`src/rtl/seg7_scan.sv`:
```
// rtl/seg7_scan.sv - two-digit multiplexed 7-segment scanner with frame snapshot
// Optional leading-zero blanking of the high digit: define SEG7_LZB_EN.
module seg7_scan #(
    parameter int unsigned DIV = 4
) (
    input  logic       CLK,
    input  logic       RST,
    input  logic [3:0] q_high,
    input  logic [3:0] q_low,
    input  logic       en,
    input  logic       freeze,
    output logic [6:0] seg_n,
    output logic [1:0] an_n,
    output logic       dp_n
);

    localparam logic [15:0] LAST = 16'(DIV - 1);

    logic [15:0] r_cnt;
    logic        r_idx;
    logic [3:0]  r_snap_high;
    logic [3:0]  r_snap_low;
    logic [6:0]  r_seg_n;
    logic [1:0]  r_an_n;
    logic        r_dp_n;

    logic        w_tick;
    logic [3:0]  w_digit;
    logic [6:0]  w_seg;

    assign w_tick  = en && (r_cnt == LAST);
    assign w_digit = r_idx ? r_snap_high : r_snap_low;

    // Patterns are {g,f,e,d,c,b,a}, active-low; non-BCD nibbles show a dash.
    always_comb begin
        w_seg = 7'h3F;
        case (w_digit)
            4'd0: w_seg = 7'h40;
            4'd1: w_seg = 7'h79;
            4'd2: w_seg = 7'h24;
            4'd3: w_seg = 7'h30;
            4'd4: w_seg = 7'h19;
            4'd5: w_seg = 7'h12;
            4'd6: w_seg = 7'h02;
            4'd7: w_seg = 7'h78;
            4'd8: w_seg = 7'h00;
            4'd9: w_seg = 7'h10;
            default: w_seg = 7'h3F;
        endcase
`ifdef SEG7_LZB_EN
        if (r_idx && (r_snap_high == 4'd0)) begin
            w_seg = 7'h7F;
        end
`endif
    end

    always_ff @(posedge CLK) begin
        if (RST) begin
            r_cnt       <= '0;
            r_idx       <= 1'b0;
            r_snap_high <= '0;
            r_snap_low  <= '0;
            r_seg_n     <= 7'h7F;
            r_an_n      <= 2'b11;
            r_dp_n      <= 1'b1;
        end else if (en) begin
            if (w_tick) begin
                r_cnt <= '0;
                r_idx <= ~r_idx;
                // Frame end: capture both digits together so a frame never mixes counter states.
                if (r_idx && !freeze) begin
                    r_snap_high <= q_high;
                    r_snap_low  <= q_low;
                end
            end else begin
                r_cnt <= r_cnt + 16'd1;
            end
            r_an_n  <= r_idx ? 2'b01 : 2'b10;
            r_seg_n <= w_seg;
            r_dp_n  <= ~r_idx;
        end else begin
            r_seg_n <= 7'h7F;
            r_an_n  <= 2'b11;
            r_dp_n  <= 1'b1;
        end
    end

    assign seg_n = r_seg_n;
    assign an_n  = r_an_n;
    assign dp_n  = r_dp_n;

endmodule

```
`config.mk`:
```
export PLATFORM = sky130hd
export DESIGN_NAME = seg7_scan
export DESIGN_NICKNAME = d
export VERILOG_FILES = /design/src/rtl/seg7_scan.sv
export SDC_FILE = /design/constraint.sdc
export NUM_CORES = 1
export LEC_CHECK = 0
export CORE_AREA = 2 2 57 59
export DETAILED_ROUTE_END_ITERATION = 12
export DIE_AREA = 0 0 59 61
export GPL_ROUTABILITY_DRIVEN = 1
export PLACE_DENSITY = 0.78
export SYNTH_ARGS = -nofsm -noshare
export SYNTH_HDL_FRONTEND = slang
export SYNTH_SLANG_ARGS = --single-unit
```
`constraint.sdc`:
```
create_clock -name CLK -period 2.76 [get_ports CLK]
set_input_delay 0.414 -clock CLK [delete_from_list [all_inputs] [get_ports CLK]]
set_output_delay 0.414 -clock CLK [all_outputs]
set_load 0.05 [all_outputs]
```
After elaboration in Yosys (flattened, before gate mapping):

Memories as Yosys holds them, arrays and structs flattened. A register that Yosys moved wholly into a read port is not among the register bits.
Index checks and enable logic that the tools add are counted.

* bits in registers: 28
* memory bits (read-only): 112
* output and inout bits: 10
* word-level logic and storage cells: 20
* memories: 1

* add/sub/neg operators: 1
* eq/ne operators: 1
* muxes and demuxes: 3
* bitwise logic cells: 2
* reduce and logical (&&, ||, !) cells: 6

Memory list
* (name not given): depth 16, width 7, read ports 1, clocked after Yosys merged registers in 1, write ports 0, RTL line 37 `case (w_digit)`

Operators with widths (number)
* adder 16 x 1 -> 16 bit, second input constant: 1
* == test 16 x 2 -> 1 bit, second input constant: 1
* two-way mux 16 bit: 1
* two-way mux 4 bit: 1
* AND reduction 3 bit: 1
* logical AND 1 bit: 2
* two-way mux 2 bit: 1
* NOT 1 bit: 2
* AND reduction 2 bit: 1
* OR reduction 2 bit: 1
* zero test 1 bit: 1

Longest topological paths before layout:

* depth after elaboration: 3
* mapped depth: 8

Least setup slack after synthesis:

Ideal clock, no wire load.

* path kind: flip-flop to flip-flop
* start: reg r_idx
* end: reg r_seg_n[4] (netlist: seg_n[4])
* setup time: 0.132 ns
* data arrival time: 1.489 ns
* setup slack: 1.139 ns
* stages on the path, launching flop included: 8
* path buffers: 1
* cells stage by stage: dfxtp_1 > buf_2 > mux2i_1 > ha_1 > inv_1 > or2_2 > nor2_1 > o21ai_0

* longest elaborated chain between the ends: 1

RTL lines
* start: declaration: RTL line 20 `logic r_idx;`
* start signal: assignment: RTL line 69 `r_idx <= ~r_idx;`
* two-way mux 4 bit: RTL line 32 `assign w_digit = r_idx ? r_snap_high : r_snap_low;`
* end: declaration: RTL line 23 `logic [6:0] r_seg_n;`

Every way passes these cells.
A chain may end at the register's enable or synchronous reset.

Final worst setup path:

Same ends and word-level chain as after synthesis.

==> key figures <==
Clock network
  • TritonCTS buffer count: 5
  • Clock transition at path regs: 90 ps
  • TritonCTS clock tree: yes
  • Clock latency at the later pin of the worst-skew pair: 330 ps
  • CTS sink cnt: 34
  • Clk buf depth: 2
  • Setup Buffers After CTS: 0
  • Depth of the CTS H-tree: 2
  • Cts hold-fix bufs: 0
  • Post-CTS sizing: 0
  • Clk root buf: clkbuf_4

Synth
  • Cell Area, Synth: 0.00161 mm²
  • YS warnings: 0
  • Mapped Cells: 172
  • Library cells used by synthesis: 35
  • Seq cells post-synth: 34
  • Synth area leader: dfxtp_1
  • Syn_nets: between 150 and 200
  • Avg Inst Size Synth: 9.38 µm²
  • Synth area leaders: dfxtp_1, nand2b_1, mux2i_1
  • Share of the synthesized area in the top cell type: 42.2%
  • Sequential share of the synthesized area: 42.2%

Worst hold path
  • Min-Delay Path Class: flop to flop

Detailed routing
  • Post-Route WL: ~2800 µm
  • DR vias: 1216
  • WL per Instance: 12.4 µm
  • Detailed-route DRC error count: 0
  • First DRT Iteration DRCs: 59
  • Drt via density: 5.36
  • Routed Antenna Nets: 0
  • Drt first pass iters: 4

Worst setup path
  • Arr. time, crit path: 2110 ps
  • Req. time, crit path: 2960 ps
  • Critical Path End Type: flop
  • Crit path cell chain: mux2i_1 > ha_1 > inv_1 > or2_2 > nor2_1 > o21ai_0
  • Bufs and invs on worst path: 1
  • Worst path slowest cell: dfxtp_1
  • Delay-heaviest family, CP: flip-flops
  • CP Class: flop to flop
  • CP max stage delay: 600 ps
  • Startpoint Class: flop
  • Crit path max fanout: 8

Power
  • Leak pwr: between 0.6 and 0.7 nW
  • Power after layout: around 0.00082 W
  • Worst vdd rail ir drop: 0.243 mV
  • Power Density: 441 mW/mm²

Global route
  • Largest net degree at the start of global routing: 22
  • Total GRT Usage: 19.1%
  • Vias in the first global route: 1195
  • Antenna violations before repair: 0
  • Global-route wire length before repair: 5020 µm
  • GRT overflow: 0

Timing
  • Final setup fails: 0
  • Fin. max-slew vios: 0
  • Post-Route Hold Slack: 482 ps
  • Minimum clock period after layout: 1910 ps
  • Post-route setup TNS: 0 ps
  • Fin. Hold Viols: 0
  • Clk_skew: around 7.0 ps
  • F_max: between 500 and 600 MHz
  • Worst slew pin tran: 482 ps
  • RSZ-0062 raised after global routing: false
  • Slew margin rel.: 66.9%
  • Tcrit/Tclk final: 69.1%

Cells and area
  • Layout cell share with drive strength beyond 1: roughly 7.7%
  • Diode count: 0
  • Finished Cell Area: 0.00187 mm²
  • Final std cells w/o fill: 227
  • Nets@finish: between 200 and 250
  • # fillers: between 200 and 300
  • Area Growth Syn to Fin: 15.9%
  • Storage cell area: 681 µm²
  • Multi-input logic area: 847 µm²

Floorplanning
  • Initial core utilization: 54.6%
  • Die X: 59 µm
  • Die height: 61 µm
  • Placement Rows: 20
  • Core ar.: 0.00295 mm²
  • Io pins: 22
  • Die area: 0.00360 mm²

Outcome
  • Status: finished, final reports clean

Placed design
  • Number of port buffers: 21
  • DP HPWL: about 2100 µm
  • Final GP Congestion: 0.790
  • Cell total after placement: 220
  • Dpl cell area: ~0.0018 mm²

Job
  • Max cap viols: 0
==> kinds of logic (layout without fill, tap and decap cells) <==
family	after synthesis	after routing	share of synthesized area [%]
AND/OR/NAND/NOR	73	73	25.1
buffers and inverters	16	38	5.27
flip-flops	34	34	42.2
adder cells (fa/ha/maj)	6	6	4.65
AO/OA/AOI/OAI	15	15	5.59
multiplexers	14	14	9.54
XOR/XNOR	14	14	7.60
==> synth_stat cells (all sizes together) <==
| cell type | n |
|---|---|
| nand2 | 8 |
| xnor2 | 9 |
| nor3 | 4 |
| xor2 | 5 |
| nor2b | 1 |
| nand3b | 1 |
| mux2 | 1 |
| and4bb | 1 |
| nand2b | 20 |
| nor2 | 18 |
| nand4 | 6 |
| a21boi | 2 |
| or2 | 1 |
| buf | 5 |
| ha | 6 |
| a21oi | 2 |
| clkbuf | 3 |
| o32ai | 1 |
| inv | 8 |
| o22ai | 1 |
| nand3 | 3 |
| dfxtp | 34 |
| nor3b | 1 |
| nor4 | 8 |
| and3 | 1 |
| mux2i | 13 |
| a21bo | 1 |
| o21ai | 8 |
==> cell type report <==
class,count,share of cell area (%)
clock buffers,7,2.41
inverters,8,1.61
multi-input cells,122,45.3
flip-flops and latches,34,36.4
well taps,33,2.21
repair buffers,23,12.0
==> through the flow <==
step                util [%]  setup slack, ps
floorplan                  -             1140
global placement        61.8              643
detailed placement      61.8              554
CTS                     63.3              853
global route            63.3              636
finish                  63.3              854
==> per-layer routing <==
layer	part of all wire (%)	track usage [%]
met5	0	0
met2	47	31.7
met1	46	21.5
met3	5.4	7.46
met4	2.0	9.09
==> tightest hold or removal path, stage by stage, from the launching register on <==
cell and delay (ps):
dfxtp_1 320, nand2b_1 70, mux2i_1 60
==> where the power goes <==
group | internal (W) | switching, W
combinational | 0.0000354 | 0.0000408
clock | 0.0000959 | 0.000148
sequential | 0.000499 | 0.00000541
==> flip-flops by register name (all words and copies together) (netlist names) <==
register     cells
r_snap_low       4
an_n             2
r_cnt           16
seg_n            7
r_snap_high      4
r_idx            1
==> final timing paths <==
kind / startpoint / to / slack, ps / cells past startpoint
max: r_idx / seg_n[4] / 850 / 6
min: r_snap_low[3] / r_snap_low[3] / 480 / 2
max reg2reg: r_idx / seg_n[4] / 850 / 6
min reg2reg: r_snap_low[3] / r_snap_low[3] / 480 / 2
==> cell usage in the layout, fill, tap and decap left out <==
cell type,count
dfxtp_1,34
clkdlybuf4s50_1,21
nand2b_1,20
nor2_1,17
mux2i_1,12
xnor2_1,9
inv_1,8
nand2_1,8
o21ai_0,8
nor4_1,8
ha_1,6
nand4_1,5
xor2_1,5
clkbuf_4,5
nor3_1,4
nand3_1,3
a21oi_1,2
clkbuf_1,2
buf_4,2
nor2b_1,1
mux2_2,1
mux2i_4,1
a21boi_1,1
or2_2,1
and4bb_2,1
nand4_2,1
nor2_2,1
a21boi_0,1
and3_1,1
o32ai_1,1
o22ai_1,1
a21bo_2,1
nand3b_1,1
nor3b_2,1
Power figures use the tool's default switching activity.
